[config.mk]
export PLATFORM = sky130hd
export DESIGN_NAME = jtag_scan_sequencer_flat
export DESIGN_NICKNAME = d
export VERILOG_FILES = /design/src/rtl/jtag_scan_if.sv /design/src/rtl/jtag_scan_sequencer.sv /design/src/flat_wrapper.sv
export SDC_FILE = /design/constraint.sdc
export NUM_CORES = 1
export LEC_CHECK = 0
export CORE_ASPECT_RATIO = 0.8
export CORE_MARGIN = 2
export CORE_UTILIZATION = 47
export DETAILED_ROUTE_END_ITERATION = 10
export GPL_TIMING_DRIVEN = 0
export PLACE_DENSITY = 0.78
export SETUP_SLACK_MARGIN = 0.2
export SYNTH_ARGS = -nofsm -noshare
export SYNTH_HDL_FRONTEND = slang
export SYNTH_SLANG_ARGS = --single-unit
[constraint.sdc]
create_clock -name wb_clk_i -period 4.4 [get_ports wb_clk_i]
set_input_delay 0.44 -clock wb_clk_i [delete_from_list [all_inputs] [get_ports wb_clk_i]]
set_output_delay 0.44 -clock wb_clk_i [all_outputs]
set_load 0.02 [all_outputs]
[src/rtl/jtag_scan_if.sv]
// Host command/response channel of jtag_scan_sequencer.
// A transfer occurs on a clock edge where valid and ready are both high; valid and its payload hold until then.
interface jtag_scan_if #(
    parameter int MAX_LEN = 256
);
    localparam int LEN_W = $clog2(MAX_LEN + 1);

    logic               cmd_valid;
    logic               cmd_ready;
    logic [1:0]         cmd_op;
    logic [LEN_W-1:0]   cmd_len;
    logic [MAX_LEN-1:0] cmd_data;
    logic               rsp_valid;
    logic               rsp_ready;
    logic [MAX_LEN-1:0] rsp_data;

    modport master (
        output cmd_valid, cmd_op, cmd_len, cmd_data, rsp_ready,
        input  cmd_ready, rsp_valid, rsp_data
    );

    modport slave (
        input  cmd_valid, cmd_op, cmd_len, cmd_data, rsp_ready,
        output cmd_ready, rsp_valid, rsp_data
    );
endinterface

[src/rtl/jtag_scan_sequencer.sv]
// JTAG master generating TCK/TMS/TDI for IR/DR scans and Test-Logic-Reset from one system clock.
// Optional feature macro JTAG_SEQ_AUTO_TLR_EN: run the TLR sequence after every reset.
module jtag_scan_sequencer #(
    parameter int MAX_LEN = 256,
    parameter int CLK_DIV = 2
) (
    input  logic       wb_clk_i,
    input  logic       reset,
    jtag_scan_if.slave bus,
    output logic       busy,
    output logic       TCK,
    output logic       TMS,
    output logic       TDI,
    input  logic       TDO,
    output logic [1:0] fsm_state
);
    localparam int LEN_W = $clog2(MAX_LEN + 1);
    localparam int BIT_W = $clog2(MAX_LEN + 7);
    localparam int IDX_W = (MAX_LEN > 1) ? $clog2(MAX_LEN) : 1;
    localparam int CNT_W = (CLK_DIV > 1) ? $clog2(CLK_DIV) : 1;
    localparam logic [CNT_W-1:0] CNT_LAST = CNT_W'(CLK_DIV - 1);
    localparam logic [LEN_W-1:0] LEN_MAX  = LEN_W'(MAX_LEN);

    typedef enum logic [1:0] {TLR_SEQ, IDLE, RUN, RESP} state_t;

    state_t             state;
    logic [CNT_W-1:0]   cnt;
    logic [BIT_W-1:0]   bit_no;
    logic               is_ir;
    logic               is_tlr;
    logic               tlr_rsp;
    logic               tlr_start;
    logic [LEN_W-1:0]   len_q;
    logic [MAX_LEN-1:0] data_q;
    logic               cmd_ready_q;
    logic               rsp_valid_q;
    logic [MAX_LEN-1:0] rsp_data_q;

    logic [LEN_W-1:0]   len_clamp;
    logic [BIT_W-1:0]   pre;
    logic [BIT_W-1:0]   shift_end;
    logic [BIT_W-1:0]   last_bit;
    logic [BIT_W-1:0]   nxt;
    logic [IDX_W-1:0]   cur_idx;
    logic [IDX_W-1:0]   nxt_idx;
    logic               cur_shift;
    logic               nxt_tms;
    logic               nxt_tdi;

    assign bus.cmd_ready = cmd_ready_q;
    assign bus.rsp_valid = rsp_valid_q;
    assign bus.rsp_data  = rsp_data_q;
    assign fsm_state     = state;

    // Bit map of a scan: prefix [0, pre), shift [pre, shift_end), postfix 1,0.
    always_comb begin
        len_clamp = (bus.cmd_len > LEN_MAX) ? LEN_MAX : bus.cmd_len;
        pre       = is_ir ? BIT_W'(4) : BIT_W'(3);
        shift_end = pre + BIT_W'(len_q);
        last_bit  = is_tlr ? BIT_W'(5) : shift_end + BIT_W'(1);
        nxt       = bit_no + BIT_W'(1);
        cur_shift = !is_tlr && (bit_no >= pre) && (bit_no < shift_end);
        cur_idx   = IDX_W'(bit_no - pre);
        nxt_idx   = IDX_W'(nxt - pre);
        nxt_tms   = 1'b0;
        nxt_tdi   = 1'b0;
        if (is_tlr) begin
            nxt_tms = nxt < BIT_W'(5);
        end else if (nxt < pre) begin
            nxt_tms = is_ir && (nxt == BIT_W'(1));
        end else if (nxt < shift_end) begin
            nxt_tms = nxt == shift_end - BIT_W'(1);
            nxt_tdi = data_q[nxt_idx];
        end else begin
            nxt_tms = nxt == shift_end;
        end
    end

    always_ff @(posedge wb_clk_i) begin
        if (reset) begin
`ifdef JTAG_SEQ_AUTO_TLR_EN
            state <= TLR_SEQ;
`else
            state <= IDLE;
`endif
            tlr_start   <= 1'b1;
            is_tlr      <= 1'b1;
            tlr_rsp     <= 1'b0;
            is_ir       <= 1'b0;
            cnt         <= '0;
            bit_no      <= '0;
            len_q       <= '0;
            data_q      <= '0;
            cmd_ready_q <= 1'b0;
            rsp_valid_q <= 1'b0;
            rsp_data_q  <= '0;
            busy        <= 1'b1;
            TCK         <= 1'b0;
            TMS         <= 1'b1;
            TDI         <= 1'b0;
        end else begin
            case (state)
                IDLE: begin
                    cmd_ready_q <= 1'b1;
                    busy        <= 1'b0;
                    TCK         <= 1'b0;
                    TMS         <= 1'b0;
                    TDI         <= 1'b0;
                    if (bus.cmd_valid && cmd_ready_q) begin
                        cmd_ready_q <= 1'b0;
                        busy        <= 1'b1;
                        tlr_start   <= 1'b0;
                        tlr_rsp     <= 1'b1;
                        rsp_data_q  <= '0;
                        data_q      <= bus.cmd_data;
                        len_q       <= len_clamp;
                        is_ir       <= bus.cmd_op == 2'd1;
                        is_tlr      <= bus.cmd_op[1];
                        cnt         <= '0;
                        bit_no      <= '0;
                        TMS         <= 1'b1;
                        if (bus.cmd_op[1]) begin
                            state <= TLR_SEQ;
                        end else if (len_clamp == '0) begin
                            state       <= RESP;
                            rsp_valid_q <= 1'b1;
                            TMS         <= 1'b0;
                        end else begin
                            state <= RUN;
                        end
                    end
                end
                TLR_SEQ, RUN: begin
                    // After reset, hold one cycle so bit 0 starts on the second cycle, like a command.
                    if (tlr_start) begin
                        tlr_start <= 1'b0;
                    end else begin
                        if (TCK && cnt == '0 && cur_shift) begin
                            rsp_data_q[cur_idx] <= TDO;
                        end
                        if (cnt != CNT_LAST) begin
                            cnt <= cnt + CNT_W'(1);
                        end else begin
                            cnt <= '0;
                            if (!TCK) begin
                                TCK <= 1'b1;
                            end else begin
                                TCK <= 1'b0;
                                if (bit_no == last_bit) begin
                                    TMS <= 1'b0;
                                    TDI <= 1'b0;
                                    if (state == RUN || tlr_rsp) begin
                                        state       <= RESP;
                                        rsp_valid_q <= 1'b1;
                                    end else begin
                                        state       <= IDLE;
                                        cmd_ready_q <= 1'b1;
                                        busy        <= 1'b0;
                                    end
                                end else begin
                                    bit_no <= nxt;
                                    TMS    <= nxt_tms;
                                    TDI    <= nxt_tdi;
                                end
                            end
                        end
                    end
                end
                RESP: begin
                    if (bus.rsp_ready) begin
                        rsp_valid_q <= 1'b0;
                        cmd_ready_q <= 1'b1;
                        busy        <= 1'b0;
                        state       <= IDLE;
                    end
                end
                default: state <= IDLE;
            endcase
        end
    end
endmodule

[src/flat_wrapper.sv]
// flat-port wrapper written by rule: the top's interface ports become plain ports
module jtag_scan_sequencer_flat 
#(
    parameter int MAX_LEN = 256,
    parameter int CLK_DIV = 2
)
  (wb_clk_i, reset, busy, TCK, TMS, TDI, TDO, fsm_state, bus_cmd_valid, bus_cmd_op, bus_cmd_len, bus_cmd_data, bus_rsp_ready, bus_cmd_ready, bus_rsp_valid, bus_rsp_data);
  jtag_scan_if #(.MAX_LEN(MAX_LEN)) bus_i ();
  input  logic wb_clk_i;
  input  logic reset;
  output logic busy;
  output logic TCK;
  output logic TMS;
  output logic TDI;
  input  logic TDO;
  output logic [1:0] fsm_state;
  input wire logic [$bits(bus_i.cmd_valid)-1:0] bus_cmd_valid;
  input wire logic [$bits(bus_i.cmd_op)-1:0] bus_cmd_op;
  input wire logic [$bits(bus_i.cmd_len)-1:0] bus_cmd_len;
  input wire logic [$bits(bus_i.cmd_data)-1:0] bus_cmd_data;
  input wire logic [$bits(bus_i.rsp_ready)-1:0] bus_rsp_ready;
  output wire logic [$bits(bus_i.cmd_ready)-1:0] bus_cmd_ready;
  output wire logic [$bits(bus_i.rsp_valid)-1:0] bus_rsp_valid;
  output wire logic [$bits(bus_i.rsp_data)-1:0] bus_rsp_data;
  assign bus_i.cmd_valid = bus_cmd_valid;
  assign bus_i.cmd_op = bus_cmd_op;
  assign bus_i.cmd_len = bus_cmd_len;
  assign bus_i.cmd_data = bus_cmd_data;
  assign bus_i.rsp_ready = bus_rsp_ready;
  assign bus_cmd_ready = bus_i.cmd_ready;
  assign bus_rsp_valid = bus_i.rsp_valid;
  assign bus_rsp_data = bus_i.rsp_data;
  jtag_scan_sequencer #(.MAX_LEN(MAX_LEN), .CLK_DIV(CLK_DIV)) u_core (.wb_clk_i(wb_clk_i), .reset(reset), .bus(bus_i), .busy(busy), .TCK(TCK), .TMS(TMS), .TDI(TDI), .TDO(TDO), .fsm_state(fsm_state));
endmodule
==> impl_metrics.json <==
{
  "netlist_area_um2": 25300,
  "tightest_slew_ns": 1.44,
  "gp_congestion": 0.978,
  "finalCritPeriodShare": 0.965,
  "synth_warnings": 0,
  "hold_path_depth": 3,
  "synth-main-ff-cell": "dfxtp_1",
  "ir_worst_vdd_v": 0.000315,
  "synth_seq_area_share": 0.430,
  "fp.coreArea_um2": 53500,
  "cellLeakagePower_nw": 12.0,
  "fmax_mhz": 236,
  "r2r_slack_ns": 0.16,
  "synthArstFlopShare": 0,
  "synth_most_common_cell": "nand2_1",
  "io_buffers": 535,
  "ys_types": 81,
  "vias": 27836,
  "clk_latency_ns": 0.64,
  "fillers": 4504,
  "dieArea_um2": 55700,
  "outcome": "complete, no violations",
  "hold_path.class": "input pin to flip-flop",
  "drive_above_1_share": 0.110,
  "avgSynthCellArea_um2": 8.46,
  "rr_worst_depth": 12,
  "required_ns": 4.91,
  "period_needed_ns": 4.24,
  "place_ws_ns": -1.22,
  "yosysTopAreaCellShare": 0.430,
  "finalMaxSlewViolations": 0,
  "synth_area_leaders": "dfxtp_1, a21oi_1, nand2_1, o311ai_0, mux4_2",
  "die_w_um": 263,
  "grt-ovfl-total": 0,
  "dp_cells": 4228,
  "rsz0062_at_grt": "yes",
  "start_util": 0.473,
  "dr.pass1.iters": 7,
  "rows": 76,
  "yosys.area.top_type": "dfxtp_1",
  "endpoint_kind": "flip-flop",
  "finClkSkew_ns": 0.0383,
  "die_h_um": 212,
  "reg2reg_from": "u_core.bit_no[0]$_SDFFE_PP0P_",
  "drt_iter0_drc": 4167,
  "antenna_found_initial": 18,
  "track_usage": 0.359,
  "finalSetupTns_ns": 0,
  "wl_per_cell_um": 23.9,
  "yosys-top-cells-count": "nand2_1, dfxtp_1, a21oi_1",
  "hold_buffers": 0,
  "cts.sinks": 543,
  "relSlewSlack": 0.0358,
  "cp-endpoint": "u_core.TDI$_SDFFE_PP0P_",
  "avgViaCountPerCell": 6.34,
  "cp.arrival_ns": 4.76,
  "root_buffer": "clkbuf_16",
  "antenna_left": 0,
  "areaGrowthSynthToFinish_pct": 35.9,
  "worstSetupPathType": "flip-flop to flip-flop",
  "synth_edf_count": 0,
  "grt_pass1_vias": 25764,
  "crit_start": "u_core.bit_no[0]$_SDFFE_PP0P_",
  "wirelength_mm": 105,
  "critPathLaunchType": "flip-flop",
  "cts_tree": "yes",
  "power_density_nw_per_um2": 337,
  "final_cells": 4392,
  "numCtsBuffers": 55,
  "drv_cap": 0,
  "grt_first_pass_wirelength_mm": 154,
  "ios": 536,
  "path_max_fanout": 10,
  "syn_nets": 3292,
  "setup_ws_ns": 0.156,
  "clockBufferDepth": 3,
  "final-setup-viol-count": 0,
  "reg2reg_to": "u_core.TDI$_SDFFE_PP0P_",
  "clkTransAtPathRegs_ns": 0.07,
  "hpwl_mm": 73.7,
  "hold_violations": 0,
  "design_area_um2": 34400,
  "ys_ff_latch": 543,
  "placed_area_um2": 31500,
  "fin_nets": 3931,
  "grt_max_degree": 16,
  "cts.htree.levels": 2,
  "drc_errors": 0,
  "synthCells": 2991
}
==> power breakdown <==
group / total, W / internal (W) / leakage, nW / switching, W
Combinational: 0.00152 / 0.000606 / 6.65 / 0.000910
Sequential: 0.00515 / 0.00507 / 4.40 / 0.0000834
Clock: 0.00490 / 0.00278 / 0.920 / 0.00212
Total: 0.0116 / 0.00845 / 12.0 / 0.00311
==> logic make-up after synthesis <==
group / count (synthesis) / share of synthesized area
and+or+nand+nor: 771 / 0.132
adders and majority gates: 31 / 0.0160
DFF: 543 / 0.430
xor gates and xnor gates: 52 / 0.0207
muxes: 97 / 0.0704
AOI/OAI and AO/OA: 1162 / 0.280
buffers and inverters: 335 / 0.0513
==> through the flow <==
step                      power, W  hold WS (ns)  utilization
final                       0.0116         0.358        0.642
after global routing        0.0119         0.361        0.642
after CTS                   0.0115         0.346        0.632
after detailed placement   0.00664         0.443        0.589
after global placement     0.00662         0.440        0.589
after floorplan            0.00603         0.433            -
==> cell usage in the layout, fill, tap and decap left out, types with 10 or more instances in the layout <==
master | Yosys | routed
nand2_1 | 598 | 588
dfxtp_1 | 543 | 540
a21oi_1 | 535 | 535
clkdlybuf4s50_1 | 0 | 535
o21ai_0 | 249 | 243
clkbuf_1 | 278 | 219
o311ai_0 | 256 | 159
o311ai_1 | 0 | 88
mux4_2 | 64 | 64
clkbuf_16 | 0 | 55
buf_4 | 1 | 52
clkbuf_2 | 1 | 40
xnor2_1 | 35 | 33
o21ai_1 | 27 | 32
nor2_1 | 40 | 28
buf_2 | 29 | 26
mux2i_1 | 26 | 26
ha_1 | 26 | 24
a211oi_1 | 23 | 22
inv_1 | 21 | 20
nor3_2 | 18 | 18
clkbuf_8 | 0 | 17
nand3_1 | 16 | 16
diode_2 | 0 | 15
nor2b_1 | 15 | 15
clkbuf_4 | 0 | 14
nand3b_1 | 14 | 14
clkinv_2 | 0 | 12
or4_1 | 10 | 10
==> how the worst min path moves through the flow <==
stage / start / endpoint / slack [ns]
2_1_floorplan: u_core.data_q[102]$_SDFFE_PP0P_ / u_core.data_q[102]$_SDFFE_PP0P_ / 0.43
3_3_place_gp: u_core.data_q[35]$_SDFFE_PP0P_ / u_core.data_q[35]$_SDFFE_PP0P_ / 0.44
3_5_place_dp: u_core.data_q[111]$_SDFFE_PP0P_ / u_core.data_q[111]$_SDFFE_PP0P_ / 0.44
4_1_cts: bus_cmd_data[154] / u_core.data_q[154]$_SDFFE_PP0P_ / 0.35
5_1_grt: bus_cmd_data[203] / u_core.data_q[203]$_SDFFE_PP0P_ / 0.36
6_report: bus_cmd_data[128] / u_core.data_q[128]$_SDFFE_PP0P_ / 0.36
==> cell type report <==
| class | count | area, um^2 | area share |
|---|---|---|---|
| Antenna cell | 15 | 37.5 | 0.00109 |
| Buffer | 312 | 1440 | 0.0420 |
| Clock buffer | 78 | 1600 | 0.0466 |
| Clock inverter | 24 | 258 | 0.00750 |
| Inverter | 23 | 90.1 | 0.00262 |
| Multi-Input combinational cell | 2113 | 13500 | 0.392 |
| Sequential cell | 543 | 10900 | 0.316 |
| Tap cell | 702 | 878 | 0.0256 |
| Timing Repair Buffer | 582 | 5730 | 0.167 |
==> repair_timing <==
action                     in CTS  in global routing
gates cloned                    4                  2
buffers inserted                6                 35
pin swaps                       2                 17
setup endpoints to repair     272                257
resized for setup             123                228
==> metal layers <==
layer | global-route usage | vias up | share of wire
met2 | 0.531 | 1934 | 0.42
met4 | 0.192 | 6 | 0.059
met5 | 0 | - | 0.00034
li1 | - | 12312 | -
met3 | 0.111 | 466 | 0.12
met1 | 0.471 | 13118 | 0.39
==> sequential cells by signal, indices dropped and copies added, names as in the netlist <==
register / count
u_core.TCK: 1
u_core.TDI: 1
u_core.TMS: 1
u_core.bit_no: 9
u_core.bus.cmd_ready: 1
u_core.bus.rsp_data: 256
u_core.bus.rsp_valid: 1
u_core.busy: 1
u_core.cnt: 1
u_core.data_q: 256
u_core.fsm_state: 2
u_core.is_ir: 1
u_core.is_tlr: 1
u_core.len_q: 9
u_core.tlr_rsp: 1
u_core.tlr_start: 1
==> critical path: stages, from the launching register on <==
cell and delay (ns):
dfxtp_2 0.44, inv_1 0.20, ha_1 0.47, fa_1 0.56, clkbuf_4 0.28, clkbuf_4 0.32, clkbuf_8 0.27, mux4_2 0.34
mux2i_1 0.21, a211oi_1 0.11, or4_1 0.57, o21ai_1 0.23, o31ai_1 0.08
Power figures use the tool's default switching activity.
